==> src/rtl/normal_mode.sv <==
// Normal-operation sequencer for a two-lane intersection: walks G1R2 -> Y1R2 -> R1G2 -> R1Y2
// using durations latched at the start of each cycle, counting down once per prescaled tick.
module normal_mode #(
  parameter int          TICK_DIV    = 50000000,
  parameter int          DEF_GREEN   = 25,
  parameter int          DEF_YELLOW  = 5,
  parameter logic [2:0]  MODE_NORMAL = 3'b001
) (
  input  logic       clk,
  input  logic       reset,
  input  logic [2:0] enable,
  input  logic [6:0] greenTime,
  input  logic [6:0] yellowTime,
  input  logic [6:0] redTime,
  output logic [2:0] light1,
  output logic [2:0] light2,
  output logic [6:0] timeLane1,
  output logic [6:0] timeLane2,
  output logic [1:0] state
);

  localparam int             PW         = $clog2(TICK_DIV);
  localparam logic [PW-1:0]  PRESC_LAST = PW'(TICK_DIV - 1);
  localparam logic [6:0]     DEF_G      = 7'(DEF_GREEN);
  localparam logic [6:0]     DEF_Y      = 7'(DEF_YELLOW);
  localparam logic [6:0]     DEF_R      = 7'(DEF_GREEN + DEF_YELLOW);

  localparam logic [2:0] LAMP_OFF = 3'b000;
  localparam logic [2:0] LAMP_R   = 3'b100;
  localparam logic [2:0] LAMP_Y   = 3'b010;
  localparam logic [2:0] LAMP_G   = 3'b001;

  typedef enum logic [1:0] {
    G1R2 = 2'd0,
    Y1R2 = 2'd1,
    R1G2 = 2'd2,
    R1Y2 = 2'd3
  } phase_t;

  phase_t          phase_q, phase_d;
  logic            running_q, running_d;
  logic [PW-1:0]   presc_q, presc_d;
  logic [2:0]      light1_q, light1_d, light2_q, light2_d;
  logic [6:0]      time1_q, time1_d, time2_q, time2_d;
  logic [6:0]      grn_q, grn_d, yel_q, yel_d, red_q, red_d;

  logic            in_valid;
  logic            tick;
  logic [6:0]      sel_g, sel_y, sel_r;

  function automatic logic in_range(input logic [6:0] v);
    return (v >= 7'd1) && (v <= 7'd99);
  endfunction

  // Red must equal green+yellow so lane 2's red expires on the same tick lane 1's yellow does.
  assign in_valid = in_range(greenTime) && in_range(yellowTime) && in_range(redTime) &&
                    (({1'b0, greenTime} + {1'b0, yellowTime}) == {1'b0, redTime});
  assign sel_g    = in_valid ? greenTime  : DEF_G;
  assign sel_y    = in_valid ? yellowTime : DEF_Y;
  assign sel_r    = in_valid ? redTime    : DEF_R;
  assign tick     = (presc_q == PRESC_LAST);

  always_comb begin
    // NOTE: every _d starts as its _q so no path through this block can infer a latch.
    phase_d   = phase_q;
    running_d = running_q;
    presc_d   = presc_q;
    light1_d  = light1_q;
    light2_d  = light2_q;
    time1_d   = time1_q;
    time2_d   = time2_q;
    grn_d     = grn_q;
    yel_d     = yel_q;
    red_d     = red_q;

    if (enable != MODE_NORMAL) begin
      running_d = 1'b0;
      phase_d   = G1R2;
      presc_d   = '0;
      light1_d  = LAMP_OFF;
      light2_d  = LAMP_OFF;
      time1_d   = 7'd0;
      time2_d   = 7'd0;
    end else if (!running_q) begin
      running_d = 1'b1;
      phase_d   = G1R2;
      presc_d   = '0;
      grn_d     = sel_g;
      yel_d     = sel_y;
      red_d     = sel_r;
      light1_d  = LAMP_G;
      light2_d  = LAMP_R;
      time1_d   = sel_g;
      time2_d   = sel_r;
    end else begin
      presc_d = tick ? '0 : presc_q + 1'b1;
      if (tick) begin
        if (time1_q > 7'd1) time1_d = time1_q - 7'd1;
        if (time2_q > 7'd1) time2_d = time2_q - 7'd1;
        case (phase_q)
          G1R2: if (time1_q == 7'd1) begin
            phase_d  = Y1R2;
            light1_d = LAMP_Y;
            time1_d  = yel_q;
          end
          Y1R2: if (time1_q == 7'd1) begin
            phase_d  = R1G2;
            light1_d = LAMP_R;
            time1_d  = red_q;
            light2_d = LAMP_G;
            time2_d  = grn_q;
          end
          R1G2: if (time2_q == 7'd1) begin
            phase_d  = R1Y2;
            light2_d = LAMP_Y;
            time2_d  = yel_q;
          end
          R1Y2: if (time2_q == 7'd1) begin
            // Cycle boundary: the only point where new durations are accepted.
            phase_d  = G1R2;
            grn_d    = sel_g;
            yel_d    = sel_y;
            red_d    = sel_r;
            light1_d = LAMP_G;
            time1_d  = sel_g;
            light2_d = LAMP_R;
            time2_d  = sel_r;
          end
          default: phase_d = G1R2;
        endcase
      end
    end
  end

  // NOTE: sequential state uses non-blocking assignments only, so all flops update together.
  always_ff @(posedge clk or negedge reset) begin
    if (!reset) begin
      phase_q   <= G1R2;
      running_q <= 1'b0;
      presc_q   <= '0;
      light1_q  <= LAMP_OFF;
      light2_q  <= LAMP_OFF;
      time1_q   <= 7'd0;
      time2_q   <= 7'd0;
      grn_q     <= DEF_G;
      yel_q     <= DEF_Y;
      red_q     <= DEF_R;
    end else begin
      phase_q   <= phase_d;
      running_q <= running_d;
      presc_q   <= presc_d;
      light1_q  <= light1_d;
      light2_q  <= light2_d;
      time1_q   <= time1_d;
      time2_q   <= time2_d;
      grn_q     <= grn_d;
      yel_q     <= yel_d;
      red_q     <= red_d;
    end
  end

  assign light1    = light1_q;
  assign light2    = light2_q;
  assign timeLane1 = time1_q;
  assign timeLane2 = time2_q;
  assign state     = phase_q;

endmodule

==> config.mk <==
export PLATFORM = sky130hd
export DESIGN_NAME = normal_mode
export DESIGN_NICKNAME = d
export VERILOG_FILES = /design/src/rtl/normal_mode.sv
export SDC_FILE = /design/constraint.sdc
export NUM_CORES = 1
export LEC_CHECK = 0
export ABC_CLOCK_PERIOD_IN_PS = 4700
export BUFFER_PORTS_ARGS = -buffer_cell sky130_fd_sc_hd__buf_2
export CAP_MARGIN = 20
export CORE_ASPECT_RATIO = 2
export CORE_MARGIN = 5
export CORE_UTILIZATION = 53
export DETAILED_ROUTE_END_ITERATION = 6
export HOLD_SLACK_MARGIN = 0.08
export PLACE_DENSITY = 0.79
export SYNTH_ARGS = -nofsm -noshare
export SYNTH_HDL_FRONTEND = slang
export SYNTH_SLANG_ARGS = --single-unit
==> constraint.sdc <==
create_clock -name clk -period 4.7 [get_ports clk]
set_input_delay 0 -clock clk [delete_from_list [all_inputs] [get_ports clk]]
set_output_delay 0 -clock clk [all_outputs]
set_load 0.01 [all_outputs]
==> results of run 1 <==
[state kept, by name (all words and copies together) (netlist names)]
register   count
presc_q       26
red_q          7
grn_q          7
light2         3
timeLane1      7
light1         3
state          2
timeLane2      7
running_q      1
yel_q          7
[layout make-up]
class	count	area (um2)	area share (%)
clock buffer	9	225.2	4.140
clock inverter	7	121.4	2.231
inverter	17	63.81	1.173
multi-input combinational	412	2674	49.15
sequential	70	1763	32.41
tap	100	125.1	2.300
timing repair buffer	71	467.9	8.602
[per-layer routing]
layer	GRT usage (%)	part of all wire (%)	vias to the layer above	wire, um
li1	-	-	2040	-
met1	25.84	32	2118	4511
met2	49.23	56	156	7768
met3	4.965	4.0	66	557
met4	21.75	8.1	0	1136
met5	0	0	-	0
[worst max-delay path: cells and delay by family, from the launching register on]
family	cells	cell delay (ps)
AND/OR/NAND/NOR	3	1260
AO/OA/AOI/OAI	4	1060
flip-flops	1	470
[power breakdown]
group          total, mW  internal, mW  switching [mW]  leakage [nW]
clock              0.797         0.521           0.276         0.170
combinational      0.199        0.0810           0.117          1.22
sequential         0.641         0.626          0.0152         0.943
total               1.64          1.23           0.408          2.33
[cells in the final DEF (no fill, tap or decap), drive strengths merged, types with 9 or more instances in the layout]
cell,count
a21oi,31
nor2,54
nand2,51
nor3,13
xnor2,16
a22o,16
dlygate4sd3,21
dfrtp,61
inv,18
nand3,16
buf,50
clkbuf,9
xor2,11
dfstp,9
ha,17
or3,10
o21ai,38
[stage by stage]
stage	setup slack [ps]	std cells	total power, mW
2_1_floorplan	2253	520	0.7593
3_3_place_gp	1946	649	0.8275
3_5_place_dp	1842	649	0.8332
4_1_cts	1823	686	1.638
5_1_grt	1602	686	1.685
6_report	1806	686	1.636
[path summary, 6_finish.rpt]
kind	startpoint	endpoint	slack (ps)	cells after the start
hold / removal	enable[1]	running_q$_DFF_PN0_	100	3
setup / recovery	timeLane2[3]$_DFFE_PN0P_	timeLane1[5]$_DFFE_PN0P_	1810	7
max in group asynchronous	reset	timeLane1[5]$_DFFE_PN0P_	3710	3
setup reg to reg	timeLane2[3]$_DFFE_PN0P_	timeLane1[5]$_DFFE_PN0P_	1810	7
min in group asynchronous	reset	state[1]$_DFFE_PN0P_	400	3
hold reg to reg	grn_q[4]$_DFFE_PN1P_	grn_q[4]$_DFFE_PN1P_	480	2
[timing repair]
action / CTS / global route
endpoints found under the hold margin: 90 / 0
hold buffers: 21 / 0
setup buffers: 0 / 0
[cell families (layout without fill, tap and decap cells)]
| kind of cell | after synthesis | after routing |
|---|---|---|
| buffers and inverters | 38 | 104 |
| and+or+nand+nor | 208 | 208 |
| muxes | 5 | 5 |
| DFF | 70 | 70 |
| adders and majority gates | 18 | 18 |
| xor gates and xnor gates | 27 | 27 |
| AOI/OAI and AO/OA | 154 | 154 |
==> impl_metrics.json, run 1 <==
{
  "drt_iter0_markers": 241,
  "yosys.area.top_type_share_pct": 33.24,
  "cpPeakStageDelay_ps": 590,
  "rsz0062_at_grt": "false",
  "dpl_cell_area_um2": 4883,
  "drtPass1Iterations": 4,
  "grtUsageTotal_pct": 27.67,
  "htree_levels": 3,
  "cp_data_required_time_ps": 4920,
  "synth.largest_area_cell": "dfrtp_1",
  "first_global_vias": 4571,
  "path_class": "flip-flop to flip-flop",
  "nNetsFinal": 625,
  "synth.mux.area_fraction_pct": 1.199,
  "avgSynthCellArea_um2": 8.831,
  "yosys_register_bits": 70,
  "fin_util_pct": 63.79,
  "yosysWarnings": 0,
  "clock-sinks": 70,
  "die-area_um2": 10740,
  "synth.most_common_cell": "dfrtp_1",
  "cpMaxStageDelayCell": "nor4_1",
  "syn_nets": 564,
  "dieHeight_um": 141.6,
  "pin_count": 48,
  "ir_worst_vdd_uv": 199.0,
  "route.final.wire_length_um": 13970,
  "diodes": 0,
  "drive_gt1_share_pct": 15.36,
  "grt_max_degree": 71,
  "synth_seq_area_share_pct": 38.39,
  "hold_viol": 0,
  "insertion_delay_ps": 340,
  "syn_area_um2": 4592,
  "worstHoldPathType": "input port to flip-flop",
  "wire_per_inst_um": 20.37,
  "yosys.area_share.simple_pct": 23.24,
  "ys_types": 69,
  "grt_overflow": 0,
  "clockBufferDepth": 2,
  "vias": 4380,
  "worst_slew_pin_slew_ps": 895.3,
  "cp.arrival_ps": 3110,
  "die_w_um": 75.82,
  "finalClockSkew_ps": 9.273,
  "critPathMaxFanout": 13,
  "max_slew_margin_pct": 40.32,
  "setup-tns-final_ps": 0,
  "cts_tree": "yes",
  "drtAntennaViolNets": 0,
  "fillers": 720,
  "critical_path.cell_chain": "nor4_1, nand2_1, a211oi_2, nand2b_1, a2bb2oi_1, o21ai_0, a22o_1",
  "synth_area_leaders": "dfrtp_1, dfstp_2, ha_1",
  "p_leak_nw": 2.334,
  "finalCritPeriodShare_pct": 61.57,
  "syn_inst": 520,
  "cts_made_buffers": 9,
  "drv_cap": 0,
  "rows": 48,
  "synth_top_family_by_area": "compound AO/OA/AOI/OAI gates",
  "finalHoldWorstSlack_ps": 101.1,
  "root_buffer": "clkbuf_16",
  "grt_pass1_wl_um": 22250,
  "end_kind": "flip-flop",
  "cts.clk_slew.worst_paths_ps": 60,
  "synth_xor_area_share_pct": 5.150,
  "min_period_ps": 2894,
  "synth_compound_area_share_pct": 23.57,
  "portBuffers": 47,
  "start_kind": "flip-flop",
  "viasPerCell": 6.385,
  "cts-resized-gates": 0,
  "antenna_found_initial": 0,
  "start_util_pct": 53.84,
  "setup_viol": 0,
  "core_um2": 8528,
  "p_per_area_nw_per_um2": 300.7,
  "synth_adder_area_share_pct": 5.068,
  "synth_edf_count": 0,
  "synth_common_cells": "dfrtp_1, nor2_1, nand2_1",
  "async_reset_ff_share_pct": 100.0,
  "post-dp-hpwl_um": 10620,
  "status": "finished, final reports clean",
  "maxSlewViolCount": 0,
  "drc": 0,
  "area_growth_pct": 18.47,
  "finalInstanceArea_um2": 5440,
  "synthFlopType": "dfrtp_1",
  "gp_congestion": 0.9799,
  "fmax_mhz": 345.5
}
Note: power is estimated with default switching activity, not from simulation.
==> run 2, diff against run 1 <==
Settings changed: ABC_CLOCK_PERIOD_IN_PS 4700 to 2800.
Clock period 4.7 ns to 2.8 ns, I/O delays scaled along.
==> impl_metrics.json, run 2 (synthesis gave the netlist of run 1 again) <==
{
  "clock-sinks": 70,
  "start_util_pct": 53.84,
  "drtAntennaViolNets": 0,
  "area_growth_pct": 22.10,
  "setup_viol": 0,
  "cp_data_required_time_ps": 3080,
  "drt_iter0_markers": 241,
  "drtPass1Iterations": 5,
  "vias": 4503,
  "finalClockSkew_ps": 5.931,
  "p_leak_nw": 2.413,
  "end_kind": "flip-flop",
  "diodes": 0,
  "wl_met1_um": 4863,
  "dieHeight_um": 141.6,
  "die-area_um2": 10740,
  "clockBufferDepth": 2,
  "path_class": "input port to flip-flop",
  "r2r-end": "timeLane2[6]$_DFFE_PN0P_",
  "first_global_vias": 4618,
  "grt_pass1_wl_um": 23320,
  "worstHoldPathType": "input port to flip-flop",
  "grt_max_degree": 43,
  "cts_made_buffers": 9,
  "grtUsageTotal_pct": 29.18,
  "portBuffers": 47,
  "route.final.wire_length_um": 14780,
  "hp-start": "enable[2]",
  "min_period_ps": 2739,
  "drive_gt1_share_pct": 18.44,
  "start_kind": "input port",
  "wire_per_inst_um": 21.06,
  "dp_slack_ps": 164.8,
  "postCtsSetupBuffers": 0,
  "p_per_area_nw_per_um2": 496.6,
  "reg2reg_slack_ps": 110,
  "core_um2": 8528,
  "die_w_um": 75.82,
  "wl_met3_um": 625,
  "root_buffer": "clkbuf_16",
  "dp.cells": 664,
  "post-dp-hpwl_um": 11340,
  "worst_slew_pin_slew_ps": 614.4,
  "maxSlewViolCount": 0,
  "cp-endpoint": "timeLane2[6]$_DFFE_PN0P_",
  "ir_worst_vdd_uv": 293.1,
  "cts.clk_slew.worst_paths_ps": 60,
  "htree_levels": 3,
  "max_slew_margin_pct": 58.89,
  "top_register": "presc_q",
  "reg2regPathDepth": 7,
  "layout.cells.non_filler": 702,
  "rows": 48,
  "drc": 0,
  "finalHoldWorstSlack_ps": 96.50,
  "grt_overflow": 0,
  "route.met2.wl_um": 8252,
  "cts_tree": "yes",
  "insertion_delay_ps": 340,
  "largest_register_ffs": 26,
  "pin_count": 48,
  "r2r-start": "presc_q[0]$_DFF_PN0_",
  "final_common_cell": "dfrtp_1",
  "fmax_mhz": 365.1,
  "most-common-layout-cells": "dfrtp_1, nor2_1, nand2_1",
  "antenna_found_initial": 0,
  "nNetsFinal": 641,
  "cp.arrival_ps": 3020,
  "top_layer": "met4",
  "status": "finished, final reports clean",
  "critPathMaxFanout": 3,
  "finalCritPeriodShare_pct": 97.83,
  "hold_viol": 0,
  "setup_ws_ps": 60.90,
  "startpoint": "greenTime[0]",
  "viasPerCell": 6.415,
  "gp_congestion": 1.019,
  "drv_cap": 0
}
-- run 2: cell types whose count changed in the layout (fill, tap and decap cells not counted), sizes merged --
cell         delta
clkinv          -1
buf            +15
dlygate4sd3     +1
clkbuf          +1
-- run 2: how the worst min path moves through the flow --
| stage | endpoint | slack [ps] | cells past startpoint |
|---|---|---|---|
| 6_report | running_q$_DFF_PN0_ | 100 | 3 |
| 2_1_floorplan | grn_q[1]$_DFFE_PN0P_ | -300 | 0 |
| 4_1_cts | running_q$_DFF_PN0_ | 90 | 3 |
| 3_3_place_gp | light1[0]$_DFFE_PN0P_ | -150 | 1 |
| 5_1_grt | running_q$_DFF_PN0_ | 110 | 3 |
| 3_5_place_dp | light1[2]$_DFFE_PN0P_ | -160 | 1 |
-- run 2: area by class of cell --
class / count / area (um2)
clock inverters: 6 / 116.4
fillers: 711 / 2922
multi-input cells: 412 / 2709
inverters: 17 / 63.81
repair buffers: 87 / 590.6
clock buffers: 10 / 239.0
flip-flops and latches: 70 / 1763
well taps: 100 / 125.1
-- run 2: power by group --
part | switching (mW) | internal, mW
clock network | 0.452 | 0.900
logic | 0.209 | 0.149
registers | 0.0232 | 1.05
total | 0.684 | 2.10
-- run 2: repair_timing --
action	CTS	global route
endpoints found under the hold margin	98	0
endpoints found under the setup margin	0	30
resized for setup	0	7
hold buffers	22	0
-- run 2: worst max-delay path, cell delays in order --
cell and delay [ps]:
dlygate4sd3_1 550, buf_2 150, ha_1 220, inv_1 110
fa_2 460, a21oi_1 160, o2111ai_1 170, nor3_1 300
o211ai_1 200, a2111oi_0 510, a311o_1 190
-- run 2: layer usage --
metal  up-vias  track usage [%]
met3        69            4.539
met2       197            53.21
met1      2161            28.19
met5         -                0
li1       2076                -
met4         0            19.26
-- run 2: per-stage QoR --
step	utilization, %	power, mW	setup TNS, ps	instance area (um2)
detailed placement	58.58	1.409	0	4996
global route	65.74	2.865	-59.66	5607
CTS	65.33	2.778	0	5572
finish	65.74	2.784	0	5607
floorplan	-	1.275	0	4592
global placement	58.58	1.401	0	4996
==> run 3, diff against run 2 <==
--- a/config.mk
+++ b/config.mk
@@ -8,5 +8,4 @@
 export ABC_CLOCK_PERIOD_IN_PS = 2800
 export BUFFER_PORTS_ARGS = -buffer_cell sky130_fd_sc_hd__buf_2
-export CAP_MARGIN = 20
 export CORE_ASPECT_RATIO = 2
 export CORE_MARGIN = 5
@@ -14,5 +13,5 @@
 export DETAILED_ROUTE_END_ITERATION = 6
 export HOLD_SLACK_MARGIN = 0.08
-export PLACE_DENSITY = 0.79
+export PLACE_DENSITY_LB_ADDON = 0.08
 export SYNTH_ARGS = -nofsm -noshare
 export SYNTH_HDL_FRONTEND = slang
==> constraint.sdc (replaced) <==
create_clock -name clk -period 2.8 [get_ports clk]
set_input_delay 0 -clock clk [delete_from_list [all_inputs] [get_ports clk]]
set_output_delay 0 -clock clk [all_outputs]
set_load 0.005 [all_outputs]
==> impl_metrics.json, run 3 (synthesis gave the netlist of run 1 again) <==
{
  "status": "finished, final reports clean",
  "core_um2": 8528,
  "drt_iter0_markers": 235,
  "ir_worst_vdd_uv": 400.9,
  "r2r-start": "presc_q[0]$_DFF_PN0_",
  "p_per_area_nw_per_um2": 505.1,
  "max_slew_margin_pct": 54.85,
  "cts_tree": "yes",
  "post-dp-hpwl_um": 11110,
  "htree_levels": 3,
  "min_period_ps": 2696,
  "reg2regPathDepth": 8,
  "cts_made_buffers": 9,
  "rsz0062_at_grt": "false",
  "cpPeakStageDelay_ps": 550,
  "cp_data_required_time_ps": 2990,
  "r2r-end": "red_q[2]$_DFFE_PN1P_",
  "path_class": "input port to flip-flop",
  "diodes": 0,
  "setup_viol": 0,
  "fmax_mhz": 370.9,
  "dp_slack_ps": 22.30,
  "setup-tns-final_ps": 0,
  "grtUsageTotal_pct": 28.77,
  "insertion_delay_ps": 340,
  "clockBufferDepth": 2,
  "drive_gt1_share_pct": 18.27,
  "most-common-layout-cells": "dfrtp_1, nor2_1, nand2_1",
  "cp.arrival_ps": 2890,
  "vias": 4495,
  "start_kind": "input port",
  "end_kind": "flip-flop",
  "postCtsSetupBuffers": 0,
  "min_path_cells": 3,
  "nNetsFinal": 641,
  "final_common_cell": "dfrtp_1",
  "area_growth_pct": 22.07,
  "drtAntennaViolNets": 0,
  "die_w_um": 75.82,
  "route.final.wire_length_um": 14620,
  "critical_path.cell_chain": "dlygate4sd3_1, buf_2, ha_1, o21ai_0, o21a_1, nor4b_1, o311a_1, o211ai_1, buf_4, o41ai_2, a22oi_1",
  "drv_cap": 0,
  "largest_register_ffs": 26,
  "reg2reg_slack_ps": 170,
  "finalClockSkew_ps": 5.702,
  "rows": 48,
  "die-area_um2": 10740,
  "start_util_pct": 53.84,
  "first_global_vias": 4500,
  "dieHeight_um": 141.6,
  "startpoint": "greenTime[3]",
  "root_buffer": "clkbuf_16",
  "top_register": "presc_q",
  "maxSlewViolCount": 0,
  "pin_count": 48,
  "antenna_found_initial": 0,
  "viasPerCell": 6.403,
  "cp-endpoint": "timeLane2[2]$_DFFE_PN0P_",
  "portBuffers": 47,
  "setup_ws_ps": 103.8,
  "grt_pass1_wl_um": 22990,
  "drtPass1Iterations": 5,
  "cpMaxStageDelayCell": "dlygate4sd3_1",
  "grt_overflow": 0,
  "p_leak_nw": 2.422,
  "cts.clk_slew.worst_paths_ps": 50,
  "grt_max_degree": 35,
  "drc": 0,
  "wire_per_inst_um": 20.82,
  "worstHoldPathType": "input port to flip-flop",
  "gp_congestion": 0.9937,
  "finalCritPeriodShare_pct": 96.29,
  "hold_viol": 0,
  "critPathMaxFanout": 7,
  "clock-sinks": 70,
  "worst_slew_pin_slew_ps": 673.1
}
==> run 3: changes by cell type in the layout (fill, tap and decap cells not counted), sizes merged <==
cell | previous run | this run
inv | 18 | 17
bufinv | 3 | 4
clkinvlp | 0 | 1
clkinv | 2 | 1
buf | 65 | 67
dlygate4sd3 | 22 | 20
==> run 3: layout make-up <==
type,instances,area [um2]
flip-flops and latches,70,1763
inverters,17,63.81
multi-input cells,412,2696
repair buffers,87,585.6
clock inverters,6,132.6
fillers,723,2923
well taps,100,125.1
clock buffers,10,239.0
==> run 3: critical path: cells and delay by family <==
kind            cells  cell delay (ps)
compound gates      6             1310
fa+ha+maj           1              340
buf+inv             3              950
simple gates        1              290
==> run 3: worst min-delay path by stage <==
| stage | from | slack, ps | to |
|---|---|---|---|
| finish | greenTime[1] | 80 | grn_q[1]$_DFFE_PN0P_ |
| global route | enable[2] | 130 | running_q$_DFF_PN0_ |
| CTS | redTime[3] | 90 | timeLane2[3]$_DFFE_PN0P_ |
| detailed placement | reset | -30 | presc_q[21]$_DFF_PN0_ |
| global placement | reset | -40 | presc_q[21]$_DFF_PN0_ |
| floorplan | reset | -300 | grn_q[1]$_DFFE_PN0P_ |
==> run 3: per-layer routing <==
layer / track usage [%] / vias to the layer above / share of wire, %
met5: 0 / - / 0
met3: 4.397 / 74 / 4.1
met1: 29.20 / 2167 / 34
li1: - / 2077 / -
met2: 50.72 / 177 / 55
met4: 19.82 / 0 / 7.4
==> run 3: report_power, final <==
part	internal [mW]	switching, mW
clock	0.982	0.429
sequential	1.05	0.0223
combinational	0.145	0.202
total	2.18	0.653
==> run 3: metrics by stage <==
stage | instance area (um2) | utilization [%] | total power, mW | hold slack, ps | std cells
floorplan | 4592 | - | 1.272 | -295.6 | 520
global placement | 5011 | 58.76 | 1.396 | -39.89 | 666
detailed placement | 5011 | 58.76 | 1.402 | -33.08 | 666
CTS | 5583 | 65.46 | 2.833 | 92.99 | 702
global route | 5605 | 65.73 | 2.935 | 125.1 | 702
finish | 5605 | 65.73 | 2.831 | 83.76 | 702
==> run 3: timing repair <==
action | CTS | global route
hold buffers | 20 | 0
endpoints found under the hold margin | 54 | 0
gates resized for setup | 0 | 5
endpoints found under the setup margin | 0 | 11
